## src/rtl/pll_reset_sequencer.sv

```systemverilog
// Staged reset release after PLL lock: core first, then peripherals after a delay.
// Re-asserts all resets on filtered loss of lock or on a soft-reset request.
module pll_reset_sequencer #(
    parameter int LOCK_STABLE_CYCLES = 1024,
    parameter int PERIPH_DELAY       = 256,
    parameter int LOSS_FILTER        = 4,
    parameter int TIMEOUT_CYCLES     = 1048576
) (
    input  logic       i_sys_clk,
    input  logic       i_reset,
    input  logic       i_pll_lock,
    input  logic       i_soft_rst,
    output logic       o_rst_core,
    output logic       o_rst_periph,
    output logic       o_ready,
    output logic       o_lock_timeout,
    output logic [7:0] o_lock_loss_count,
    output logic [1:0] o_state
);

    localparam int STABLE_W = $clog2(LOCK_STABLE_CYCLES) + 1;
    localparam int DLY_W    = $clog2(PERIPH_DELAY) + 1;
    localparam int LOSS_W   = $clog2(LOSS_FILTER) + 1;
    localparam int TMO_W    = $clog2(TIMEOUT_CYCLES) + 1;

    localparam logic [STABLE_W-1:0] STABLE_LAST = STABLE_W'(LOCK_STABLE_CYCLES - 1);
    localparam logic [DLY_W-1:0]    DLY_LAST    = DLY_W'(PERIPH_DELAY - 1);
    localparam logic [LOSS_W-1:0]   LOSS_LAST   = LOSS_W'(LOSS_FILTER - 1);
    localparam logic [TMO_W-1:0]    TMO_LAST    = TMO_W'(TIMEOUT_CYCLES - 1);
    localparam logic [TMO_W-1:0]    TMO_MAX     = TMO_W'(TIMEOUT_CYCLES);

    typedef enum logic [1:0] {
        WAIT_LOCK = 2'd0,
        CORE_REL  = 2'd1,
        RUN       = 2'd2
    } state_t;

    state_t              r_state;
    logic                r_sync1;
    logic                r_sync2;
    logic [STABLE_W-1:0] r_stable_cnt;
    logic [DLY_W-1:0]    r_dly_cnt;
    logic [LOSS_W-1:0]   r_loss_cnt;
    logic [TMO_W-1:0]    r_tmo_cnt;

    logic w_lock_s;
    logic w_loss_hit;
    logic w_restart;

    assign w_lock_s   = r_sync2;
    assign w_loss_hit = !w_lock_s && (r_loss_cnt == LOSS_LAST);
    // Soft reset and lock loss both restart the sequence; only loss is counted.
    assign w_restart  = (r_state != WAIT_LOCK) && (i_soft_rst || w_loss_hit);
    assign o_state    = r_state;

    always_ff @(posedge i_sys_clk or posedge i_reset) begin
        if (i_reset) begin
            r_state           <= WAIT_LOCK;
            r_sync1           <= 1'b0;
            r_sync2           <= 1'b0;
            r_stable_cnt      <= '0;
            r_dly_cnt         <= '0;
            r_loss_cnt        <= '0;
            r_tmo_cnt         <= '0;
            o_rst_core        <= 1'b1;
            o_rst_periph      <= 1'b1;
            o_ready           <= 1'b0;
            o_lock_timeout    <= 1'b0;
            o_lock_loss_count <= 8'd0;
        end else begin
            r_sync1 <= i_pll_lock;
            r_sync2 <= r_sync1;
            if (w_restart) begin
                r_state      <= WAIT_LOCK;
                r_stable_cnt <= '0;
                r_dly_cnt    <= '0;
                r_loss_cnt   <= '0;
                r_tmo_cnt    <= '0;
                o_rst_core   <= 1'b1;
                o_rst_periph <= 1'b1;
                o_ready      <= 1'b0;
                if (!i_soft_rst && (o_lock_loss_count != 8'hFF)) begin
                    o_lock_loss_count <= o_lock_loss_count + 8'd1;
                end
            end else begin
                case (r_state)
                    WAIT_LOCK: begin
                        if (r_tmo_cnt != TMO_MAX) begin
                            r_tmo_cnt <= r_tmo_cnt + TMO_W'(1);
                            if (r_tmo_cnt == TMO_LAST) begin
                                o_lock_timeout <= 1'b1;
                            end
                        end
                        if (i_soft_rst || !w_lock_s) begin
                            r_stable_cnt <= '0;
                        end else if (r_stable_cnt == STABLE_LAST) begin
                            r_stable_cnt <= '0;
                            r_tmo_cnt    <= '0;
                            r_state      <= CORE_REL;
                            o_rst_core   <= 1'b0;
                        end else begin
                            r_stable_cnt <= r_stable_cnt + STABLE_W'(1);
                        end
                    end
                    CORE_REL: begin
                        r_loss_cnt <= w_lock_s ? '0 : r_loss_cnt + LOSS_W'(1);
                        if (r_dly_cnt == DLY_LAST) begin
                            r_dly_cnt    <= '0;
                            r_state      <= RUN;
                            o_rst_periph <= 1'b0;
                            o_ready      <= 1'b1;
                        end else begin
                            r_dly_cnt <= r_dly_cnt + DLY_W'(1);
                        end
                    end
                    RUN: begin
                        r_loss_cnt <= w_lock_s ? '0 : r_loss_cnt + LOSS_W'(1);
                    end
                    default: begin
                        r_state      <= WAIT_LOCK;
                        o_rst_core   <= 1'b1;
                        o_rst_periph <= 1'b1;
                        o_ready      <= 1'b0;
                    end
                endcase
            end
        end
    end

endmodule

```

## config.mk

```make
export PLATFORM = sky130hd
export DESIGN_NAME = pll_reset_sequencer
export DESIGN_NICKNAME = d
export VERILOG_FILES = /design/src/rtl/pll_reset_sequencer.sv
export SDC_FILE = /design/constraint.sdc
export NUM_CORES = 1
export LEC_CHECK = 0
export BUFFER_PORTS_ARGS = -buffer_cell sky130_fd_sc_hd__buf_2
export CORE_UTILIZATION = 53
export CTS_CLUSTER_SIZE = 24
export DETAILED_ROUTE_END_ITERATION = 16
export PLACE_DENSITY_LB_ADDON = 0.05
export SLEW_MARGIN = 40
export SYNTH_ARGS = -nofsm -noshare
export SYNTH_HDL_FRONTEND = slang
export SYNTH_SLANG_ARGS = --single-unit
export TNS_END_PERCENT = 1
```

## constraint.sdc

```tcl
create_clock -name i_sys_clk -period 2 [get_ports i_sys_clk]
set_input_delay 0.2 -clock i_sys_clk [delete_from_list [all_inputs] [get_ports i_sys_clk]]
set_output_delay 0.2 -clock i_sys_clk [all_outputs]
set_load 0.02 [all_outputs]
```

==> Flow_metrics.wiki, run 1 <==
{| class="wikitable"
! Metric !! Value
|-
| Least-Margin Pin Slew || 469.2 ps
|-
| Total die area || 6399 µm²
|-
| Clock slew seen by the registers of the worst setup and hold paths || 80 ps
|-
| Maximum clock frequency || 519.9 MHz
|-
| Synthesis-stage register bit count || 60
|-
| Layout cell share with drive strength beyond 1 || 24.47%
|-
| Core area || 5886 µm²
|-
| CTS tree || yes
|-
| Final setup violation count || 0
|-
| Nets in the synthesized netlist || 338
|-
| Number of violations of the max-capacitance limit || 0
|-
| IO Port Bufs || 17
|-
| Average footprint of a synthesized cell || 10.01 µm²
|-
| Vias in the first global route || 2401
|-
| Cell-by-cell trace of the critical path || ha_4 -> nand4_4 -> nor4_4 -> buf_4 -> a21bo_4 -> nand3_2 -> mux2_4
|-
| Cells after synthesis || 322
|-
| Hold path start || r_sync1
|-
| Peak VDD IR || 421.2 µV
|-
| Library cell with the highest instance count after synthesis || sky130_fd_sc_hd__dfrtp_1
|-
| Tot GR Track Use || 23.40%
|-
| Initial core utilization || 54.78%
|-
| P_leak || 1.805 nW
|-
| Worst clock skew || 10.74 ps
|-
| Hold slack final || 354.2 ps
|-
| Most common library cells after synthesis || sky130_fd_sc_hd__dfrtp_1 (58), sky130_fd_sc_hd__nand2_1 (29), sky130_fd_sc_hd__nor2_1 (24)
|-
| DRC viols || 0
|-
| Largest area contributor in the netlist || sky130_fd_sc_hd__dfrtp_1
|-
| Count of flip-flops with a built-in enable after synthesis || 0
|-
| Period utilization || 96.17%
|-
| Area of placed instances || 3586 µm²
|-
| Primary FF master, synth || sky130_fd_sc_hd__dfrtp_1
|-
| Via count of the routed design || 2591
|-
| Initial DRC count || 161
|-
| First-pass iteration count of the detailed router || 4
|-
| Cell area after technology mapping || 3224 µm²
|-
| Final Max Tran Viols || 0
|-
| Residual overflow from global routing || 0
|-
| Largest fanout of any net on the critical path || 7
|-
| Initial antenna violation count || 0
|-
| CP arrival || 2160 ps
|-
| Cell at the root of the clock tree || sky130_fd_sc_hd__clkbuf_8
|-
| Crit path largest cell delay || 390 ps
|-
| DP Wirelength || 4607 µm
|-
| Total instance count after detailed placement || 434
|-
| Final net count || 391
|-
| Fin area || 3859 µm²
|-
| Area of all sequential standard cells || 1504 µm²
|-
| Area share of the leading cell type in the synthesized netlist || 45.01%
|-
| Reg2reg start || r_stable_cnt[1]
|-
| Number of non-filler instances in the completed layout || 455
|-
| Hold Crit Class || flop to flop
|-
| First-pass GRT wire length || 11280 µm
|-
| Number of vias per cell || 5.695
|-
| Hold violation count in the final report || 0
|-
| Setup TNS after final layout || 0 ps
|-
| Count of cell types in the netlist || 54
|-
| Inserted Diodes || 0
|-
| Worst setup SP type || flop
|-
| Ys async rst share || 100.0%
|-
| Count of fill cells added during filler insertion || 476
|-
| Crit path kind || flop to flop
|-
| Height of the die || 80.00 µm
|-
| Clock insertion delay at the later pin of the skew report || 350 ps
|-
| Synth top area cells || sky130_fd_sc_hd__dfrtp_1 (45%), sky130_fd_sc_hd__ha_1 (4.7%), sky130_fd_sc_hd__nand2_1 (3.4%)
|-
| Number of cell rows || 28
|-
| Kind of end point of the critical path || flop
|-
| Die X || 80.00 µm
|-
| Worst-path cell with the longest stage delay || sky130_fd_sc_hd__dfrtp_1
|-
| Total clock buffers created by CTS || 9
|-
| Routability-driven placement congestion ratio || 0.8402
|-
| Clock sinks || 60
|-
| Maximum level of the CTS H-tree || 3
|-
| Average detailed-routed wire length per instance || 14.95 µm
|-
| Run status || completed
|-
| Area used by multi-input combinational logic || 1655 µm²
|-
| Number of warnings reported in the yosys synthesis log || 0
|-
| Fin crit period || 1923 ps
|-
| Ports || 18
|-
| Post-layout utilization of the core || 65.56%
|-
| Pin count of the biggest net entering global routing || 40
|-
| Worst slew slack as a fraction of its limit || 68.67%
|-
| Critical path origin || r_stable_cnt[1]
|-
| Detailed Route WL || 6800 µm
|-
| WP data required || 2240 ps
|-
| Pwr Density || 744.3 nW/µm²
|-
| Deepest clock path buffer count || 2
|-
| Fraction of the yosys area taken by sequential cells || 46.64%
|-
| Layout area overhead || 19.67%
|-
| Antenna viol nets, final || 0
|}
[path summary, 6_finish.rpt]
kind | end | slack [ps] | cells past startpoint
worst min register to register | r_sync2 | 350 | 0
min in group asynchronous | o_lock_loss_count[3] | 420 | 3
worst max-delay path | o_state[0] | 80 | 7
max in group asynchronous | r_stable_cnt[9] | 1010 | 4
worst min-delay path | r_sync2 | 350 | 0
worst max register to register | o_state[0] | 80 | 7
[flip-flops by register name, summed over array words and instances (netlist names)]
signal             cells
o_lock_loss_count      8
r_tmo_cnt             21
r_sync1                1
o_lock_timeout         1
r_loss_cnt             3
o_rst_periph           1
o_state                2
o_rst_core             1
r_sync2                1
o_ready                1
r_dly_cnt              9
r_stable_cnt          11
[power breakdown]
group	total, mW	switching, mW	internal [mW]	leakage [nW]
Combinational	0.348	0.176	0.172	0.933
Sequential	1.45	0.140	1.31	0.782
Clock	1.08	0.510	0.567	0.0910
[layer usage]
layer  part of all wire, %  track usage [%]  up-vias
met5                     0                0        -
met4                   1.6            9.643        0
met3                   2.5            4.914       10
met2                    45            35.04       38
met1                    51            32.87     1262
li1                      -                -     1281
[area by class of cell]
type                       count  share of cell area [%]
multi-input combinational    239                   42.90
sequential                    60                   38.98
timing repair buffer          52                   9.468
clock buffer                   9                   3.210
tap                           75                   2.432
clock inverter                 7                   1.751
inverter                      13                   1.265
[what timing repair did]
| action | 4_1_cts | 5_1_grt |
|---|---|---|
| setup buffers | 0 | 3 |
| gates resized for setup | 0 | 7 |
| endpoints found under the setup margin | 0 | 17 |
| hold endpoints to repair | 20 | 0 |
| hold buffers | 2 | 0 |
[metrics by stage]
step,setup WS (ps),total power [mW]
3_3_place_gp,99.21,1.797
5_1_grt,-7.499,3.008
4_1_cts,22.30,2.896
6_report,76.51,2.872
3_5_place_dp,28.97,1.803
2_1_floorplan,15.79,1.697
[cells in the final DEF (no fill, tap or decap), types with 2 or more instances in the layout]
| master | count |
|---|---|
| sky130_fd_sc_hd__or2b_1 | 2 |
| sky130_fd_sc_hd__a21oi_1 | 17 |
| sky130_fd_sc_hd__buf_4 | 32 |
| sky130_fd_sc_hd__nor3_1 | 9 |
| sky130_fd_sc_hd__a22o_1 | 6 |
| sky130_fd_sc_hd__dlygate4sd3_1 | 2 |
| sky130_fd_sc_hd__clkinv_2 | 3 |
| sky130_fd_sc_hd__nand4_1 | 10 |
| sky130_fd_sc_hd__a31oi_1 | 9 |
| sky130_fd_sc_hd__nor2b_1 | 2 |
| sky130_fd_sc_hd__nand3_1 | 18 |
| sky130_fd_sc_hd__nand4b_1 | 2 |
| sky130_fd_sc_hd__nand4_2 | 2 |
| sky130_fd_sc_hd__ha_1 | 11 |
| sky130_fd_sc_hd__o21ai_0 | 14 |
| sky130_fd_sc_hd__nand3_2 | 3 |
| sky130_fd_sc_hd__dfstp_2 | 2 |
| sky130_fd_sc_hd__buf_2 | 17 |
| sky130_fd_sc_hd__dfrtp_1 | 58 |
| sky130_fd_sc_hd__o22ai_1 | 2 |
| sky130_fd_sc_hd__and3_1 | 4 |
| sky130_fd_sc_hd__nand2_1 | 29 |
| sky130_fd_sc_hd__nor4_1 | 4 |
| sky130_fd_sc_hd__mux2_2 | 3 |
| sky130_fd_sc_hd__clkinvlp_4 | 3 |
| sky130_fd_sc_hd__nor2_1 | 24 |
| sky130_fd_sc_hd__nor4_4 | 3 |
| sky130_fd_sc_hd__a21o_1 | 9 |
| sky130_fd_sc_hd__inv_1 | 12 |
| sky130_fd_sc_hd__or3_1 | 9 |
| sky130_fd_sc_hd__xnor2_1 | 9 |
| sky130_fd_sc_hd__xor2_1 | 9 |
| sky130_fd_sc_hd__o21ai_1 | 3 |
| sky130_fd_sc_hd__o31ai_1 | 2 |
| sky130_fd_sc_hd__clkbuf_8 | 9 |
| sky130_fd_sc_hd__o2bb2ai_1 | 2 |
[critical path, delay by kind of cell, from the launching register on]
family | cells | cell delay, ps
AOI/OAI and AO/OA | 1 | 170
adders and majority gates | 1 | 160
buffers and inverters | 1 | 190
DFF | 1 | 390
muxes | 1 | 300
and+or+nand+nor | 3 | 590
[cells by family (layout without fill, tap and decap cells)]
| logic type | count (synthesis) | count (layout) | share of synthesized area (%) |
|---|---|---|---|
| DFF | 60 | 60 | 46.64 |
| AOI/OAI and AO/OA | 75 | 75 | 15.44 |
| and+or+nand+nor | 130 | 130 | 23.48 |
| muxes | 4 | 4 | 1.513 |
| buffers and inverters | 23 | 81 | 3.376 |
| adders and majority gates | 12 | 12 | 4.656 |
| xor gates and xnor gates | 18 | 18 | 4.890 |
Power figures use the tool's default switching activity.
==> run 2: changes to the inputs <==
--- a/config.mk
+++ b/config.mk
@@ -6,7 +6,8 @@
 export NUM_CORES = 1
 export LEC_CHECK = 0
 export BUFFER_PORTS_ARGS = -buffer_cell sky130_fd_sc_hd__buf_2
-export CORE_UTILIZATION = 53
+export CORE_MARGIN = 5
+export CORE_UTILIZATION = 35
 export CTS_CLUSTER_SIZE = 24
 export DETAILED_ROUTE_END_ITERATION = 16
 export PLACE_DENSITY_LB_ADDON = 0.05
==> Flow_metrics.wiki, run 2 (synthesized netlist as in run 1, its figures left out) <==
{| class="wikitable"
! Metric !! Value
|-
| Number of flip-flops in the largest register || 21 (unchanged)
|-
| Kind of end point of the critical path || flop
|-
| IO Port Bufs || 17 (unchanged)
|-
| CTS tree || yes
|-
| Unrepaired setup endpoints after global routing || yes
|-
| Worst clock skew || 12.54 ps (+1.799 ps)
|-
| Reg2reg start || r_loss_cnt[0]
|-
| Most common cell after layout, fill and taps aside || sky130_fd_sc_hd__dfrtp_1
|-
| DP Wirelength || 5200 µm (+13%)
|-
| Kind of cell adding the most delay to the critical path || simple AND/OR/NAND/NOR gates
|-
| Total clock buffers created by CTS || 9 (unchanged)
|-
| Maximum level of the CTS H-tree || 3 (unchanged)
|-
| Period utilization || 95.80% (-0.38 points)
|-
| Final Max Tran Viols || 0 (unchanged)
|-
| Routability-driven placement congestion ratio || 0.7453 (-11%)
|-
| First-pass GRT wire length || 12360 µm (+9.5%)
|-
| Vias in the first global route || 2490 (+3.7%)
|-
| Via count of the routed design || 2537 (-2.1%)
|-
| Area of placed instances || 3651 µm² (+1.8%)
|-
| Initial antenna violation count || 0 (unchanged)
|-
| Worst setup SP type || flop
|-
| Ports || 18 (unchanged)
|-
| Hold path start || r_sync1
|-
| Cell at the root of the clock tree || sky130_fd_sc_hd__clkbuf_8
|-
| Antenna viol nets, final || 0 (unchanged)
|-
| Largest fanout of any net on the critical path || 8 (+1)
|-
| Core area || 9109 µm² (+55%)
|-
| Number of vias per cell || 5.178 (-9.1%)
|-
| Detailed Route WL || 7213 µm (+6.1%)
|-
| Post-layout utilization of the core || 42.32% (-23 points)
|-
| Overall Power || 2.759 mW (-3.9%)
|-
| Reg2Reg Depth || 7 (unchanged)
|-
| Pin count of the biggest net entering global routing || 26 (-35%)
|-
| Average detailed-routed wire length per instance || 14.72 µm (-1.5%)
|-
| Run status || completed
|-
| Total die area || 11230 µm² (+76%)
|-
| Hold Crit Class || flop to flop
|-
| Hold Path Cell Cnt || 0 (unchanged)
|-
| P_leak || 1.781 nW (-1.4%)
|-
| Worst slew slack as a fraction of its limit || 63.89% (-4.8 points)
|-
| Residual overflow from global routing || 0 (unchanged)
|-
| Peak VDD IR || 293.0 µV (-30%)
|-
| Height of the die || 106.0 µm (+32%)
|-
| Inserted Diodes || 0 (unchanged)
|-
| Fin area || 3855 µm² (about the same)
|-
| Least-Margin Pin Slew || 540.9 ps (+71.71 ps)
|-
| Crit path kind || flop to flop
|-
| Fin crit period || 1916 ps (-7.534 ps)
|-
| Deepest clock path buffer count || 2 (unchanged)
|-
| Endpoint of the lowest-slack register-to-register path || r_tmo_cnt[2]
|-
| Clock insertion delay at the later pin of the skew report || 340 ps (about the same)
|-
| Initial core utilization || 35.40% (-19 points)
|-
| Top library cells by usage in the layout, fill and taps aside || sky130_fd_sc_hd__dfrtp_1 (58), sky130_fd_sc_hd__buf_4 (30), sky130_fd_sc_hd__nand2_1 (29), sky130_fd_sc_hd__nor2_1 (23), sky130_fd_sc_hd__nand3_1 (18)
|-
| Final setup violation count || 0 (unchanged)
|-
| Crit path largest cell delay || 440 ps (+50 ps)
|-
| Total instance count after detailed placement || 471 (+8.5%)
|-
| Hold Path End || r_sync2
|-
| Largest registers in the final layout || r_tmo_cnt (21), r_stable_cnt (11), r_dly_cnt (9)
|-
| WP data required || 2270 ps (+30 ps)
|-
| Number of violations of the max-capacitance limit || 0 (unchanged)
|-
| Largest Register || r_tmo_cnt
|-
| Number of cell rows || 35 (+25%)
|-
| Hold slack final || 353.7 ps (-0.4440 ps)
|-
| Worst-path cell with the longest stage delay || sky130_fd_sc_hd__or3_1
|-
| Maximum clock frequency || 521.9 MHz (+0.39%)
|-
| DRC viols || 0 (unchanged)
|-
| First-pass iteration count of the detailed router || 4 (unchanged)
|-
| Number of non-filler instances in the completed layout || 490 (+7.7%)
|-
| Cell-by-cell trace of the critical path || ha_1 -> ha_1 -> nor2b_2 -> or3_1 -> buf_4 -> o21ai_1 -> a22o_1
|-
| Clock sinks || 60 (unchanged)
|-
| Die X || 106.0 µm (+32%)
|-
| Tot GR Track Use || 13.64% (-9.8 points)
|-
| Most prevalent standard cell on the critical path || sky130_fd_sc_hd__ha_1
|-
| Bufs and invs on worst path || 1 (unchanged)
|-
| Final net count || 390 (-0.26%)
|-
| Initial DRC count || 69 (-57%)
|-
| Hold violation count in the final report || 0 (unchanged)
|-
| Clock slew seen by the registers of the worst setup and hold paths || 70 ps (about the same)
|-
| Worst R2R Setup Slack || 80 ps (about the same)
|-
| Pwr Density || 715.7 nW/µm² (-3.8%)
|-
| CP arrival || 2190 ps (+30 ps)
|-
| Layout area overhead || 19.56% (about the same)
|-
| Layout cell share with drive strength beyond 1 || 24.01% (-0.46 points)
|}
==> run 2: how the worst max path moves through the flow <==
stage	from	to	slack (ps)	cells past startpoint
finish	r_loss_cnt[0]	r_tmo_cnt[2]	80	7
global route	r_loss_cnt[0]	o_state[0]	-10	8
CTS	r_loss_cnt[0]	o_state[0]	30	7
detailed placement	r_loss_cnt[0]	o_state[0]	40	7
global placement	r_loss_cnt[0]	o_state[0]	80	7
floorplan	o_state[0]	o_lock_loss_count[1]	20	5
==> run 2: repair_timing <==
item,4_1_cts,5_1_grt
buffers inserted,0,1
hold buffers,2,0
endpoints found under the setup margin,0,14
gates resized for setup,0,3
endpoints found under the hold margin,22,0
==> run 2: power by group <==
part	leakage [nW]	internal [mW]	total (mW)	switching (mW)
Combinational	0.921	0.186	0.375	0.189
Clock	0.0783	0.446	0.949	0.502
Sequential	0.782	1.31	1.44	0.128
==> run 2: final cells by class <==
type	instances	area, µm²
fill	883	5254
clock inverter	6	41.29
multi-input combinational	239	1624
tap	111	138.9
clock buffer	10	127.6
inverter	13	48.80
timing repair buffer	51	370.4
sequential	60	1504
==> run 2: stage by stage <==
step / worst slack [ps] / TNS [ps]
2_1_floorplan: 15.79 / 0
3_3_place_gp: 81.10 / 0
3_5_place_dp: 44.74 / 0
4_1_cts: 25.38 / 0
5_1_grt: -11.30 / -11.72
6_report: 84.05 / 0
==> run 2: routing by layer <==
metal,share of wire [%],vias to the layer above,GRT usage (%)
met2,46,37,21.13
li1,-,1275,-
met4,1.7,0,5.458
met1,50,1214,18.82
met3,3.0,11,2.550
met5,0,-,0
